[src/rtl/p2p_reg_arbiter.sv]
// p2p_reg_arbiter: shares one single-port register RAM between the system
// AXI-lite path and NUM_RD internal readers through a fixed-latency pipe.
module p2p_reg_arbiter #(
   parameter int ADDR_WIDTH   = 12,
   parameter int DATA_WIDTH   = 32,
   parameter int NUM_RD       = 4,
   parameter int STARVE_LIMIT = 8
) (
   input  logic                         axil_aclk,
   input  logic                         axil_aresetn,
   input  logic                         sys_req_valid,
   output logic                         sys_req_ready,
   input  logic                         sys_req_we,
   input  logic [ADDR_WIDTH-1:0]        sys_req_addr,
   input  logic [DATA_WIDTH-1:0]        sys_req_din,
   output logic                         sys_rsp_valid,
   output logic [DATA_WIDTH-1:0]        sys_rsp_data,
   input  logic [NUM_RD-1:0]            rd_req_valid,
   output logic [NUM_RD-1:0]            rd_req_ready,
   input  logic [NUM_RD*ADDR_WIDTH-1:0] rd_req_addr,
   output logic [NUM_RD-1:0]            rd_rsp_valid,
   output logic [DATA_WIDTH-1:0]        rd_rsp_data,
   output logic                         mem_en,
   output logic                         mem_we,
   output logic [ADDR_WIDTH-1:0]        mem_addr,
   output logic [DATA_WIDTH-1:0]        mem_din,
   input  logic [DATA_WIDTH-1:0]        mem_dout
);
   localparam int IW = $clog2(NUM_RD);
   localparam int CW = $clog2(STARVE_LIMIT + 1);
   localparam logic [IW:0]   NRD  = (IW+1)'(NUM_RD);
   localparam logic [IW-1:0] LAST = IW'(NUM_RD - 1);
   localparam logic [CW-1:0] LIM  = CW'(STARVE_LIMIT);

   typedef struct packed {
      logic          v;
      logic          we;
      logic          sys;
      logic [IW-1:0] idx;
   } tag_t;

   logic [IW-1:0]         rr_q, rr_d;
   logic [CW-1:0]         starve_q, starve_d;
   tag_t                  t1_q, t1_d, t2_q;
   logic                  en_q, we_q;
   logic [ADDR_WIDTH-1:0] addr_q;
   logic [DATA_WIDTH-1:0] din_q;
   logic                  srv_q;
   logic [DATA_WIDTH-1:0] srd_q, rrd_q;
   logic [NUM_RD-1:0]     rrv_q;

   logic                  any_rd, force_rd, grant_sys, grant_rd, rd_hit;
   logic [IW-1:0]         rd_sel;
   logic [IW:0]           scan;
   logic [ADDR_WIDTH-1:0] rd_addr;

   // Round-robin scan starting at rr_q, wrapping at NUM_RD.
   always_comb begin
      rd_hit = 1'b0;
      rd_sel = '0;
      scan   = '0;
      for (int k = 0; k < NUM_RD; k++) begin
         scan = {1'b0, rr_q} + (IW+1)'(k);
         if (scan >= NRD) scan = scan - NRD;
         if (!rd_hit && rd_req_valid[scan[IW-1:0]]) begin
            rd_hit = 1'b1;
            rd_sel = scan[IW-1:0];
         end
      end
   end

   always_comb begin
      rd_addr = '0;
      for (int k = 0; k < NUM_RD; k++)
         if (rd_sel == IW'(k)) rd_addr = rd_req_addr[k*ADDR_WIDTH +: ADDR_WIDTH];
   end

   assign any_rd        = |rd_req_valid;
   assign force_rd      = any_rd && (starve_q == LIM);
   assign grant_sys     = axil_aresetn && sys_req_valid && !force_rd;
   assign grant_rd      = axil_aresetn && rd_hit && (force_rd || !sys_req_valid);
   assign sys_req_ready = grant_sys;
   assign rd_req_ready  = grant_rd ? (NUM_RD'(1) << rd_sel) : '0;

   always_comb begin
      rr_d = rr_q;
      if (grant_rd) rr_d = (rd_sel == LAST) ? '0 : rd_sel + 1'b1;
      starve_d = starve_q;
      if (!any_rd || grant_rd) starve_d = '0;
      else if (starve_q != LIM) starve_d = starve_q + 1'b1;
      t1_d.v   = grant_sys || grant_rd;
      t1_d.we  = grant_sys && sys_req_we;
      t1_d.sys = grant_sys;
      t1_d.idx = rd_sel;
   end

   // t1 follows the issue stage, t2 lines up with mem_dout.
   always_ff @(posedge axil_aclk or negedge axil_aresetn) begin
      if (!axil_aresetn) begin
         rr_q     <= '0;
         starve_q <= '0;
         t1_q     <= '0;
         t2_q     <= '0;
         en_q     <= 1'b0;
         we_q     <= 1'b0;
         addr_q   <= '0;
         din_q    <= '0;
         srv_q    <= 1'b0;
         srd_q    <= '0;
         rrv_q    <= '0;
         rrd_q    <= '0;
      end else begin
         rr_q     <= rr_d;
         starve_q <= starve_d;
         t1_q     <= t1_d;
         t2_q     <= t1_q;
         en_q     <= t1_d.v;
         we_q     <= t1_d.we;
         if (grant_sys) begin
            addr_q <= sys_req_addr;
            din_q  <= sys_req_we ? sys_req_din : '0;
         end else if (grant_rd) begin
            addr_q <= rd_addr;
            din_q  <= '0;
         end
         srv_q <= t2_q.v && t2_q.sys;
         rrv_q <= (t2_q.v && !t2_q.sys) ? (NUM_RD'(1) << t2_q.idx) : '0;
         if (t2_q.v && t2_q.sys) srd_q <= t2_q.we ? '0 : mem_dout;
         if (t2_q.v && !t2_q.sys) rrd_q <= mem_dout;
      end
   end

   assign mem_en        = en_q;
   assign mem_we        = we_q;
   assign mem_addr      = addr_q;
   assign mem_din       = din_q;
   assign sys_rsp_valid = srv_q;
   assign sys_rsp_data  = srd_q;
   assign rd_rsp_valid  = rrv_q;
   assign rd_rsp_data   = rrd_q;

endmodule

[config.mk]
export PLATFORM = sky130hd
export DESIGN_NAME = p2p_reg_arbiter
export DESIGN_NICKNAME = d
export VERILOG_FILES = /design/src/rtl/p2p_reg_arbiter.sv
export SDC_FILE = /design/constraint.sdc
export NUM_CORES = 1
export LEC_CHECK = 0
export ABC_AREA = 1
export BUFFER_PORTS_ARGS = -buffer_cell sky130_fd_sc_hd__buf_4
export CORE_MARGIN = 2
export CORE_UTILIZATION = 25
export CTS_BUF_LIST = sky130_fd_sc_hd__clkbuf_16
export DETAILED_ROUTE_END_ITERATION = 12
export GPL_TIMING_DRIVEN = 0
export RECOVER_POWER = 50
export SETUP_SLACK_MARGIN = 0.15
export SYNTH_ARGS = -nofsm -noshare
export SYNTH_HDL_FRONTEND = slang
export SYNTH_SLANG_ARGS = --single-unit
[constraint.sdc]
create_clock -name axil_aclk -period 2.7 [get_ports axil_aclk]
set_clock_uncertainty 0.05 [all_clocks]
set_input_delay 0.54 -clock axil_aclk [delete_from_list [all_inputs] [get_ports axil_aclk]]
set_output_delay 0.54 -clock axil_aclk [all_outputs]
set_load 0.02 [all_outputs]
==> run summary <==
The run finished, with violations left. The final reports fail on hold timing, setup timing. The worst setup margin came out at -0.1229 ns. The later-pin clock latency in the skew report is 0.41 ns, and the final design utilization is 40.99%. The library cell used most frequently in the layout, excluding fill and tap cells, is buf_4. Detailed routing inserted a total of 5539 vias.

For the total core area, the log shows 22640 µm². The library cells used most frequently in the layout, excluding fill and tap cells, are buf_4, nand2_1, dfrtp_1, o21ai_0, inv_1. The synthesized design spends more area on one cell type than any other, namely dfrtp_1.

The tools report the post-synthesis cell area as 5776 µm². The worst hold-check path type was in -> async. The logs give 24330 µm² for the area enclosed by the die boundary and 2496 µm² for the footprint of the multi-input gates. Relative to the synthesized area, the layout overhead comes to 60.68%. Registers take 3228 µm². The worst slew slack as a fraction of its limit was 28.48%; the global routing usage summed across all routing layers was 15.35%. After layout, the worst path uses 104.6% of the clock period. For the max-cap violation count, the log shows 0. For this design the top-level I/O count stands at 252. The number of global-route vias before repair was 5424.

Detailed placement ended at an HPWL of 13490 µm. The H-tree was split into 4 levels. Ranked by total cell area, the synthesized netlist is headed by dfrtp_1, nand2_1, mux2_2.

The actual transition at the worst max-transition pin came out at 1.073 ns. The highest fanout seen on the critical path works out to 6. The synthesized design devotes to its leading area cell type 55.89% of total area. The analysis attributes to cell leakage a power of 4.943 nW. The tightest hold margin is -0.008504 ns. The synthesized netlist contains 30 unique library cells. The relative contribution of sequential cells to total power was 25.2%; the worst path arrival time was 2.23 ns. Setup violations remaining at the end of the flow were counted as 4. Summed over all layers, the global routing overflow is 0. CTS root buffer: clkbuf_16. The routed design has 19030 µm of wire. The total of fill cells in the finished design is 2259. The highest ir drop seen on vdd came out at 0.001252 V.

Cells with a size suffix above 1 make up 45.01% of the layout. The number of cells produced by synthesis came out at 659. Of the synthesized area, sequential elements account for 55.89%. The number of enable-type register cells in the synthesized netlist is 0. TritonCTS built the clock tree. After detailed routing, the number of remaining DRC violations is 0.

For this run, the number of Yosys warnings is 0. The starting density of the core came out at 25.51%. For the maximum number of pins on one net before global-route repair, the log shows 57. The tools report the type of element capturing the critical path as an output pin. For the number of clock sinks seen by CTS, the log shows 129.

The die is 156.0 µm wide. The worst setup path is launched from a register. For the DRC marker count from the first detailed-route iteration, the log shows 276. In this run the vertical extent of the chip is 156.0 µm.

The average footprint of a synthesized cell was 8.764 µm². The number of nets in the finished design was 1096; the final-report hold violation count was 3. Internal power: 6.356 mW.

The finished cells cover 9280 µm². The cell area after placement is 8056 µm², and the number of buffers created by CTS is 17. When the netlist entered floorplanning its net count stood at 797.

The run gives 0 as the residual antenna-violating net count after detailed routing. The highest attainable clock frequency was 354.2 MHz. The areal power density over the cells is 1154 nW/µm². The number of vias per cell after detailed routing is 4.410.

The total number of placement rows came out at 55. The number of storage elements in the synthesis netlist is 129. The share of total power dissipated in the clock network is 22.3%.

The routed length per instance is 15.15 µm. The setup path with the least slack is of type reg -> out. The run gives 2.11 ns as the endpoint required time on the critical path. Of all flip-flops after synthesis, the portion carrying an async set or reset was 100.0%. The tools report the wire length of the first global-routing pass as 29010 µm. For this design the total switching power over the nets is 4.354 mW. Clock-pin slew was measured on the worst setup and hold paths at 0.06 ns. The share of total power dissipated in combinational logic is 52.5%. In this run the deepest clock path goes through 2 buffers.

The run gives 0.8379 as the placer congestion estimate. Setup repair after global routing could not meet its margin everywhere. The total count of max-transition violations in the final report was 0. The most used flip-flop cell after synthesis was dfrtp_1. The switching share of power works out to 40.65%. The worst path in the final design needs a cycle of 2.823 ns, including I/O delays and setup. During placement, the flow inserted port buffers numbering 251.

The pre-antenna-repair detailed-routing pass consisted of 5 iterations. The number of antenna violations at the first check in global routing was 0. The worst register-to-register path has a depth of 22. Count of antenna diodes in the layout: 0.
==> layout make-up <==
cell class / instances / share of cell area (%)
Clock buffer: 17 / 4.584
Buffer: 30 / 2.238
Tap cell: 285 / 3.843
Timing Repair Buffer: 280 / 23.28
Timing Repair inverter: 1 / 0.09438
Sequential cell: 129 / 34.78
Multi-Input combinational cell: 449 / 26.90
Inverter: 50 / 2.319
Clock inverter: 15 / 1.955
==> worst paths after layout <==
path	start	end	slack, ns
worst min register to register	t1_q[0]$_DFF_PN0_	t2_q[0]$_DFF_PN0_	0.31
worst max-delay path	rr_q[0]$_DFFE_PN0P_	rd_req_ready[2]	-0.12
worst max register to register	rr_q[0]$_DFFE_PN0P_	mem_addr[8]$_DFFE_PN0P_	0.01
min in group axil_aclk	sys_req_din[11]	mem_din[11]$_DFFE_PN0P_	0.28
worst min-delay path	axil_aresetn	sys_rsp_data[10]$_DFFE_PN0P_	-0.009
max in group asynchronous	axil_aresetn	mem_en$_DFF_PN0_	1.20
==> state kept, by name (all words and copies together), names as in the netlist, 2 cells and up <==
signal        flops
t2_q              5
sys_rsp_data     32
t1_q              3
rr_q              2
mem_din          32
starve_q          4
rd_rsp_valid      4
mem_addr         12
rd_rsp_data      32
==> cells in the mapped netlist, types with 2 or more instances <==
| library cell | number |
|---|---|
| ha_1 | 6 |
| nand4_1 | 2 |
| dfrtp_1 | 129 |
| o31ai_1 | 9 |
| buf_4 | 5 |
| o21ai_0 | 50 |
| o21ai_1 | 9 |
| xor2_1 | 2 |
| a21oi_1 | 25 |
| nor2_4 | 2 |
| nand3_1 | 11 |
| nand2_1 | 292 |
| nor3_1 | 4 |
| inv_2 | 5 |
| nor2_1 | 7 |
| inv_1 | 43 |
| mux2_2 | 23 |
| buf_2 | 7 |
| clkbuf_1 | 17 |
==> logic make-up (layout without fill, tap and decap cells) <==
group | Yosys count | in the layout | synth area share [%]
xor gates and xnor gates | 2 | 2 | 0.3033
DFF | 129 | 129 | 55.89
adders and majority gates | 6 | 6 | 1.300
buffers and inverters | 81 | 393 | 6.283
muxes | 23 | 23 | 4.484
AOI/OAI and AO/OA | 94 | 94 | 8.730
and+or+nand+nor | 324 | 324 | 23.01
==> worst max-delay path, stage by stage, from the launching register on <==
cell and delay [ns]:
dfrtp_1 0.38, buf_6 0.18, inv_8 0.06, nand2_4 0.06
nand2_4 0.06, nand2_2 0.07, nand2_2 0.07, nor2_4 0.11
nand3_2 0.08, nand3_2 0.09, nand2_4 0.08, inv_6 0.08
ha_4 0.16, inv_4 0.04, buf_8 0.11, nor2_4 0.07
buf_6 0.12
==> repair_timing <==
item | 4_1_cts | 5_1_grt
setup buffers | 19 | 5
gates resized for setup | 77 | 45
hold buffers | 1 | 0
endpoints found under the hold margin | 1 | 0
setup endpoints to repair | 17 | 16
pin swaps | 18 | 29
gates cloned | 3 | 1
==> per-stage QoR <==
stage          total power [mW]  worst slack [ns]  cells  hold slack [ns]  TNS [ns]
2_1_floorplan             5.154            0.1707    659           0.1944         0
3_3_place_gp              6.704           -0.8861   1195           0.2870    -29.48
3_5_place_dp              6.742           -0.3902   1196           0.2847    -4.162
4_1_cts                   10.20           -0.1320   1251        0.0001920   -0.4543
5_1_grt                   11.40           -0.2474   1256         0.004724    -1.594
6_report                  10.71           -0.1229   1256        -0.008504   -0.4554
==> metal layers <==
layer	share of wire [%]	track usage [%]	wire length [µm]	up-vias
met4	1.8	4.587	346	0
met3	7.4	4.694	1413	23
met1	42	18.61	7973	2622
met2	49	26.23	9294	206
li1	-	-	-	2688
met5	0	0	0	-
==> power by group through the flow <==
stage | Clock (mW) | Combinational [mW] | Sequential, mW
global placement | 0 | 3.98 | 2.72
detailed placement | 0 | 4.02 | 2.72
finish | 2.39 | 5.62 | 2.70
floorplan | 0 | 1.96 | 3.19
CTS | 2.47 | 5.03 | 2.70
global route | 2.56 | 6.08 | 2.76
No activity file was read; power rests on OpenSTA's default activity.
